File: config.mk
export PLATFORM = sky130hd
export DESIGN_NAME = i2c_bus_arbiter_flat
export DESIGN_NICKNAME = d
export VERILOG_FILES = /design/src/rtl/i2c_bus_arbiter_if.sv /design/src/rtl/i2c_bus_arbiter.sv /design/src/flat_wrapper.sv
export SDC_FILE = /design/constraint.sdc
export NUM_CORES = 1
export LEC_CHECK = 0
export CORE_ASPECT_RATIO = 1.2
export CORE_MARGIN = 3
export CORE_UTILIZATION = 55
export DETAILED_ROUTE_END_ITERATION = 10
export DONT_BUFFER_PORTS = 1
export GPL_TIMING_DRIVEN = 0
export HOLD_SLACK_MARGIN = 0.05
export PLACE_DENSITY = 0.73
export SYNTH_ARGS = -nofsm -noshare
export SYNTH_HDL_FRONTEND = slang
export SYNTH_SLANG_ARGS = --single-unit
File: constraint.sdc
create_clock -name clk -period 1.8 [get_ports clk]
set_input_delay 0.54 -clock clk [delete_from_list [all_inputs] [get_ports clk]]
set_output_delay 0.54 -clock clk [all_outputs]
set_load 0.005 [all_outputs]
File: src/rtl/i2c_bus_arbiter_if.sv
// Bus bundle between the requester clients, the arbiter and the byte-level I2C master.
// The master modport is the arbiter's view; slave is the surrounding environment.
interface i2c_bus_arbiter_if #(
  parameter int unsigned N_REQ = 4
);
  logic [N_REQ-1:0]   req;
  logic [8*N_REQ-1:0] req_addr_rw;
  logic [8*N_REQ-1:0] req_wdata;
  logic [N_REQ-1:0]   rsp_valid;
  logic               rsp_nack;
  logic               rsp_timeout;
  logic [7:0]         rsp_rdata;
  logic               busy;
  logic               m_start;
  logic [7:0]         m_addr_rw;
  logic [7:0]         m_wdata;
  logic               m_abort;
  logic               m_done;
  logic               m_nack;
  logic [7:0]         m_rdata;

  modport master (
    input  req, req_addr_rw, req_wdata, m_done, m_nack, m_rdata,
    output rsp_valid, rsp_nack, rsp_timeout, rsp_rdata, busy,
           m_start, m_addr_rw, m_wdata, m_abort
  );

  modport slave (
    output req, req_addr_rw, req_wdata, m_done, m_nack, m_rdata,
    input  rsp_valid, rsp_nack, rsp_timeout, rsp_rdata, busy,
           m_start, m_addr_rw, m_wdata, m_abort
  );
endinterface

File: src/rtl/i2c_bus_arbiter.sv
// Round-robin arbiter and transaction sequencer sharing one byte-level I2C master
// between N_REQ requesters, with NACK retry and WAIT-state timeout abort.
module i2c_bus_arbiter #(
  parameter int unsigned N_REQ     = 4,
  parameter int unsigned MAX_RETRY = 2,
  parameter int unsigned TIMEOUT   = 1023
) (
  input logic               clk,
  input logic               rst,
  i2c_bus_arbiter_if.master bus
);
  localparam int unsigned IDX_W = (N_REQ > 1) ? $clog2(N_REQ) : 1;
  localparam int unsigned TMR_W = 16;
  localparam int unsigned RTY_W = 3;

  typedef enum logic [1:0] {S_IDLE, S_LAUNCH, S_WAIT, S_RESP} state_t;

  state_t           state_q, state_d;
  logic [IDX_W-1:0] idx_q, idx_d, last_q, last_d, gnt_idx, cand;
  logic             gnt_found;
  logic [RTY_W-1:0] retry_q, retry_d;
  logic [TMR_W-1:0] timer_q, timer_d;
  logic [7:0]       addr_q, addr_d, wdata_q, wdata_d, rdata_q, rdata_d;
  logic             nack_q, nack_d, tout_q, tout_d;
  logic             start_q, start_d, abort_q, abort_d, busy_q, busy_d;
  logic [N_REQ-1:0] valid_q, valid_d, owner;

  assign owner = N_REQ'(1) << idx_q;

  // First requesting index strictly after the previous owner, wrapping.
  always_comb begin
    gnt_found = 1'b0;
    gnt_idx   = '0;
    cand      = '0;
    for (int unsigned k = 1; k <= N_REQ; k++) begin
      cand = IDX_W'((32'(last_q) + k) % N_REQ);
      if (!gnt_found && bus.req[cand]) begin
        gnt_found = 1'b1;
        gnt_idx   = cand;
      end
    end
  end

  always_comb begin
    state_d = state_q;
    idx_d   = idx_q;
    last_d  = last_q;
    retry_d = retry_q;
    timer_d = timer_q;
    addr_d  = addr_q;
    wdata_d = wdata_q;
    rdata_d = rdata_q;
    nack_d  = nack_q;
    tout_d  = tout_q;
    start_d = 1'b0;
    abort_d = 1'b0;
    valid_d = '0;

    unique case (state_q)
      S_IDLE: begin
        if (gnt_found) begin
          idx_d   = gnt_idx;
          addr_d  = bus.req_addr_rw[8*gnt_idx +: 8];
          wdata_d = bus.req_wdata[8*gnt_idx +: 8];
          retry_d = '0;
          start_d = 1'b1;
          state_d = S_LAUNCH;
        end
      end
      S_LAUNCH: begin
        timer_d = '0;
        state_d = S_WAIT;
      end
      S_WAIT: begin
        // A completion in the final timer cycle takes priority over the abort.
        if (bus.m_done) begin
          if (!bus.m_nack) begin
            rdata_d = addr_q[0] ? bus.m_rdata : 8'h00;
            nack_d  = 1'b0;
            tout_d  = 1'b0;
            valid_d = owner;
            state_d = S_RESP;
          end else if (retry_q < RTY_W'(MAX_RETRY)) begin
            retry_d = retry_q + RTY_W'(1);
            start_d = 1'b1;
            state_d = S_LAUNCH;
          end else begin
            rdata_d = 8'h00;
            nack_d  = 1'b1;
            tout_d  = 1'b0;
            valid_d = owner;
            state_d = S_RESP;
          end
        end else if (timer_q == TMR_W'(TIMEOUT)) begin
          rdata_d = 8'h00;
          nack_d  = 1'b0;
          tout_d  = 1'b1;
          abort_d = 1'b1;
          valid_d = owner;
          state_d = S_RESP;
        end else begin
          timer_d = timer_q + TMR_W'(1);
        end
      end
      S_RESP: begin
        last_d  = idx_q;
        state_d = S_IDLE;
      end
    endcase

    busy_d = (state_d != S_IDLE);
  end

  always_ff @(posedge clk or negedge rst) begin
    if (!rst) begin
      state_q <= S_IDLE;
      idx_q   <= '0;
      last_q  <= IDX_W'(N_REQ - 1);
      retry_q <= '0;
      timer_q <= '0;
      addr_q  <= '0;
      wdata_q <= '0;
      rdata_q <= '0;
      nack_q  <= 1'b0;
      tout_q  <= 1'b0;
      start_q <= 1'b0;
      abort_q <= 1'b0;
      busy_q  <= 1'b0;
      valid_q <= '0;
    end else begin
      state_q <= state_d;
      idx_q   <= idx_d;
      last_q  <= last_d;
      retry_q <= retry_d;
      timer_q <= timer_d;
      addr_q  <= addr_d;
      wdata_q <= wdata_d;
      rdata_q <= rdata_d;
      nack_q  <= nack_d;
      tout_q  <= tout_d;
      start_q <= start_d;
      abort_q <= abort_d;
      busy_q  <= busy_d;
      valid_q <= valid_d;
    end
  end

  assign bus.rsp_valid   = valid_q;
  assign bus.rsp_nack    = nack_q;
  assign bus.rsp_timeout = tout_q;
  assign bus.rsp_rdata   = rdata_q;
  assign bus.busy        = busy_q;
  assign bus.m_start     = start_q;
  assign bus.m_addr_rw   = addr_q;
  assign bus.m_wdata     = wdata_q;
  assign bus.m_abort     = abort_q;
endmodule

File: src/flat_wrapper.sv
// flat-port wrapper written by rule: the top's interface ports become plain ports
module i2c_bus_arbiter_flat 
#(
  parameter int unsigned N_REQ     = 4,
  parameter int unsigned MAX_RETRY = 2,
  parameter int unsigned TIMEOUT   = 1023
)
  (clk, rst, bus_req, bus_req_addr_rw, bus_req_wdata, bus_m_done, bus_m_nack, bus_m_rdata, bus_rsp_valid, bus_rsp_nack, bus_rsp_timeout, bus_rsp_rdata, bus_busy, bus_m_start, bus_m_addr_rw, bus_m_wdata, bus_m_abort);
  i2c_bus_arbiter_if #(.N_REQ(N_REQ)) bus_i ();
  input logic clk;
  input logic rst;
  input wire logic [$bits(bus_i.req)-1:0] bus_req;
  input wire logic [$bits(bus_i.req_addr_rw)-1:0] bus_req_addr_rw;
  input wire logic [$bits(bus_i.req_wdata)-1:0] bus_req_wdata;
  input wire logic [$bits(bus_i.m_done)-1:0] bus_m_done;
  input wire logic [$bits(bus_i.m_nack)-1:0] bus_m_nack;
  input wire logic [$bits(bus_i.m_rdata)-1:0] bus_m_rdata;
  output wire logic [$bits(bus_i.rsp_valid)-1:0] bus_rsp_valid;
  output wire logic [$bits(bus_i.rsp_nack)-1:0] bus_rsp_nack;
  output wire logic [$bits(bus_i.rsp_timeout)-1:0] bus_rsp_timeout;
  output wire logic [$bits(bus_i.rsp_rdata)-1:0] bus_rsp_rdata;
  output wire logic [$bits(bus_i.busy)-1:0] bus_busy;
  output wire logic [$bits(bus_i.m_start)-1:0] bus_m_start;
  output wire logic [$bits(bus_i.m_addr_rw)-1:0] bus_m_addr_rw;
  output wire logic [$bits(bus_i.m_wdata)-1:0] bus_m_wdata;
  output wire logic [$bits(bus_i.m_abort)-1:0] bus_m_abort;
  assign bus_i.req = bus_req;
  assign bus_i.req_addr_rw = bus_req_addr_rw;
  assign bus_i.req_wdata = bus_req_wdata;
  assign bus_i.m_done = bus_m_done;
  assign bus_i.m_nack = bus_m_nack;
  assign bus_i.m_rdata = bus_m_rdata;
  assign bus_rsp_valid = bus_i.rsp_valid;
  assign bus_rsp_nack = bus_i.rsp_nack;
  assign bus_rsp_timeout = bus_i.rsp_timeout;
  assign bus_rsp_rdata = bus_i.rsp_rdata;
  assign bus_busy = bus_i.busy;
  assign bus_m_start = bus_i.m_start;
  assign bus_m_addr_rw = bus_i.m_addr_rw;
  assign bus_m_wdata = bus_i.m_wdata;
  assign bus_m_abort = bus_i.m_abort;
  i2c_bus_arbiter #(.N_REQ(N_REQ), .MAX_RETRY(MAX_RETRY), .TIMEOUT(TIMEOUT)) u_core (.clk(clk), .rst(rst), .bus(bus_i));
endmodule
==> results.toml <==
[run_status]
status = "finished with violations"
violations = "hold timing, setup timing"

[grt]
grtUsageMet3 = 0.0723
grtUsageTotal = 0.238
gr-max-usage-layer = "met2"
met1_usage = 0.287
grt_pass1_wl_um = 11900
overflow = 0
antenna_found_initial = 0
grt_pass1_vias = 2449
gr-usage-met2 = 0.403
grt_max_degree = 59

[clock_tree]
cts_tree = "built"
cts_max_level = 3
root_buffer = "clkbuf_8"
clock_path_buffers = 2
clock-sinks = 58
cts_buffers = 9
clock_latency_ns = 0.34
path_clk_slew_ns = 0.07

[run]
maxCapViolCount = 0

[route]
wl_per_cell_um = 18.7
routed_via_density = 6.07
drt_pass1_iterations = 4
finalWirelength_um = 7590
vias = 2463
drt_iter0_markers = 94
final_antenna_net_count = 0
drc = 0

[setup_path]
cp_data_required_time_ns = 1.99
crit-reg2reg-launch = "u_core.last_q[1]"
cp_slowest_stage_delay_ns = 0.59
crit_arrival_ns = 2.04
end_kind = "flop"
r2r_cells = 7
path_cells = "mux2i_1 > or2_1 > buf_6 > nand3_4 > buf_8 > a221oi_2 > a211oi_1"
crit_type = "flop to flop"
slowest_stage = "dfstp_2"
r2r_slack_ns = -0.05
cp-start-kind = "flop"
reg2reg_to = "u_core.bus.m_wdata[4]"
worstPathMaxFanout = 6

[timing]
drv_slew = 0
tightestPinTransition_ns = 0.549
worst_slack_ns = -0.0517
hold_viol = 56
skew_ns = 0.0103
period_minus_slack_ns = 1.85
fin_crit_sh = 1.03
rsz0062_at_grt = "true"
finalHoldWorstSlack_ns = -0.111
max_freq_mhz = 540
setup_viol = 3
slew_headroom = 0.632

[synth]
ys.flop_type = "dfrtp_1"
syn_area_um2 = 3080
synth_edf_count = 0
syn_inst = 315
async_reset_ff_frac = 1.00
syn_nets = 397
yosys_warnings = 0
synth.ff_latch_count = 58
synth_cell_types = 47
ys_seq_area_frac = 0.472
avgSynthCellArea_um2 = 9.79

[cells_and_area]
areaGrowthSynthToFinish_pct = 21.5
final_cells = 406
drive_gt1_frac = 0.253
final_nets = 421
antenna_cells = 0
layout_commonest_cell = "dfrtp_1"
layout_common_cells = "dfrtp_1 (54), nor2_1 (36), nand2_1 (27)"

[pwr]
finalPower_mw = 5.45
p_leak_nw = 1.62
comb_power_share = 0.421
seqPwrFrac = 0.388
swShare = 0.386
powerDensity_nw_per_um2 = 1460
ir_worst_vdd_uv = 819
p_clk_frac = 0.190
p_int_mw = 3.35
p_switching_mw = 2.11

[floorplan]
io_pins = 113
core_area_um2 = 5370
die_width_um = 74.3
die_h_um = 88.0
start_util = 0.574
rows = 29
die-area_um2 = 6540

[placed_design]
dp_hpwl_um = 5110
post-place-ws_ns = -0.322
dp.cells = 377
gp_congestion = 0.797
portBuffers = 0

[min_path]
min_path_type = "primary input to asynchronous set/reset pin"
[layout make-up]
class	count	area, µm²
Sequential cell	58	1460
Clock buffer	11	141
Multi-Input combinational cell	230	1720
Timing Repair Buffer	15	153
Fill cell	398	1630
Clock inverter	5	30.0
Inverter	12	45.0
Buffer	13	125
Tap cell	62	77.6
[cells in the mapped netlist (4+ instances only)]
master	number	area, µm²
mux2i_1	25	250
nor3_1	14	70.1
o21ai_0	10	50.1
nand2b_1	4	25.0
nand2_1	27	101
nand4_1	4	25.0
nand3_1	9	45.0
a221oi_1	6	52.6
clkbuf_1	8	30.0
and3_1	8	50.1
inv_1	12	45.0
nor2_1	39	146
o211ai_1	5	37.5
a211oi_1	26	195
dfrtp_1	56	1400
xor2_1	12	105
[layer usage]
metal,up-vias,part of all wire
met1,1184,0.40
met2,79,0.53
met3,12,0.058
li1,1188,-
met4,0,0.016
met5,-,0
[flip-flops by register name (all words and copies together) (netlist names)]
signal and flops:
u_core.state_q 2, u_core.bus.m_start 1, u_core.timer_q 16, u_core.bus.m_wdata 8, u_core.bus.m_abort 1, u_core.last_q 2
u_core.bus.rsp_valid 4, u_core.bus.m_addr_rw 8, u_core.retry_q 3, u_core.bus.rsp_rdata 8, u_core.bus.rsp_nack 1, u_core.bus.rsp_timeout 1
u_core.bus.busy 1, u_core.idx_q 2
[kinds of logic after synthesis]
| logic type | count (synthesis) | synth area share |
|---|---|---|
| AO/OA/AOI/OAI | 63 | 0.152 |
| XOR/XNOR | 12 | 0.0341 |
| adder cells (fa/ha/maj) | 2 | 0.00812 |
| buffers and inverters | 27 | 0.0422 |
| flip-flops | 58 | 0.472 |
| multiplexers | 27 | 0.0885 |
| AND/OR/NAND/NOR | 126 | 0.203 |
[worst max-delay path, delay by kind of cell, from the launching register on]
family | cells | cell delay [ns]
buffers and inverters | 2 | 0.32
multiplexers | 1 | 0.18
AO/OA/AOI/OAI | 2 | 0.36
AND/OR/NAND/NOR | 2 | 0.27
flip-flops | 1 | 0.59
[power by group through the flow]
stage,combinational [mW],clock (mW),sequential (mW)
floorplan,1.45,0,2.02
finish,2.30,1.04,2.12
global route,2.52,1.13,2.16
CTS,1.96,1.05,2.13
detailed placement,1.76,0,2.14
global placement,1.72,0,2.13
[per-stage QoR]
step,TNS [ns],utilization,instance area [µm²]
4_1_cts,-0.0530,0.657,3530
3_5_place_dp,-5.11,0.601,3230
6_report,-0.0717,0.697,3740
5_1_grt,-2.63,0.697,3740
3_3_place_gp,-4.48,0.601,3230
2_1_floorplan,0,-,3150
[how the worst max path moves through the flow]
stage	cells after the start	to	start	slack [ns]
6_report	7	u_core.bus.m_wdata[4]	u_core.last_q[1]	-0.05
5_1_grt	6	u_core.bus.rsp_rdata[3]	u_core.timer_q[12]	-0.15
4_1_cts	7	u_core.bus.m_wdata[3]	u_core.last_q[1]	-0.03
3_5_place_dp	5	u_core.bus.m_wdata[3]	u_core.last_q[1]	-0.32
3_3_place_gp	5	u_core.bus.m_addr_rw[6]	bus_req[1]	-0.25
2_1_floorplan	7	u_core.bus.m_addr_rw[1]	bus_req[0]	0.03
[timing repair]
action,in CTS,in global routing
gates cloned,1,2
buffers inserted,4,8
endpoints found under the hold margin,58,58
pin swaps,5,25
resized for setup,20,40
endpoints found under the setup margin,40,44
Power figures use the tool's default switching activity.
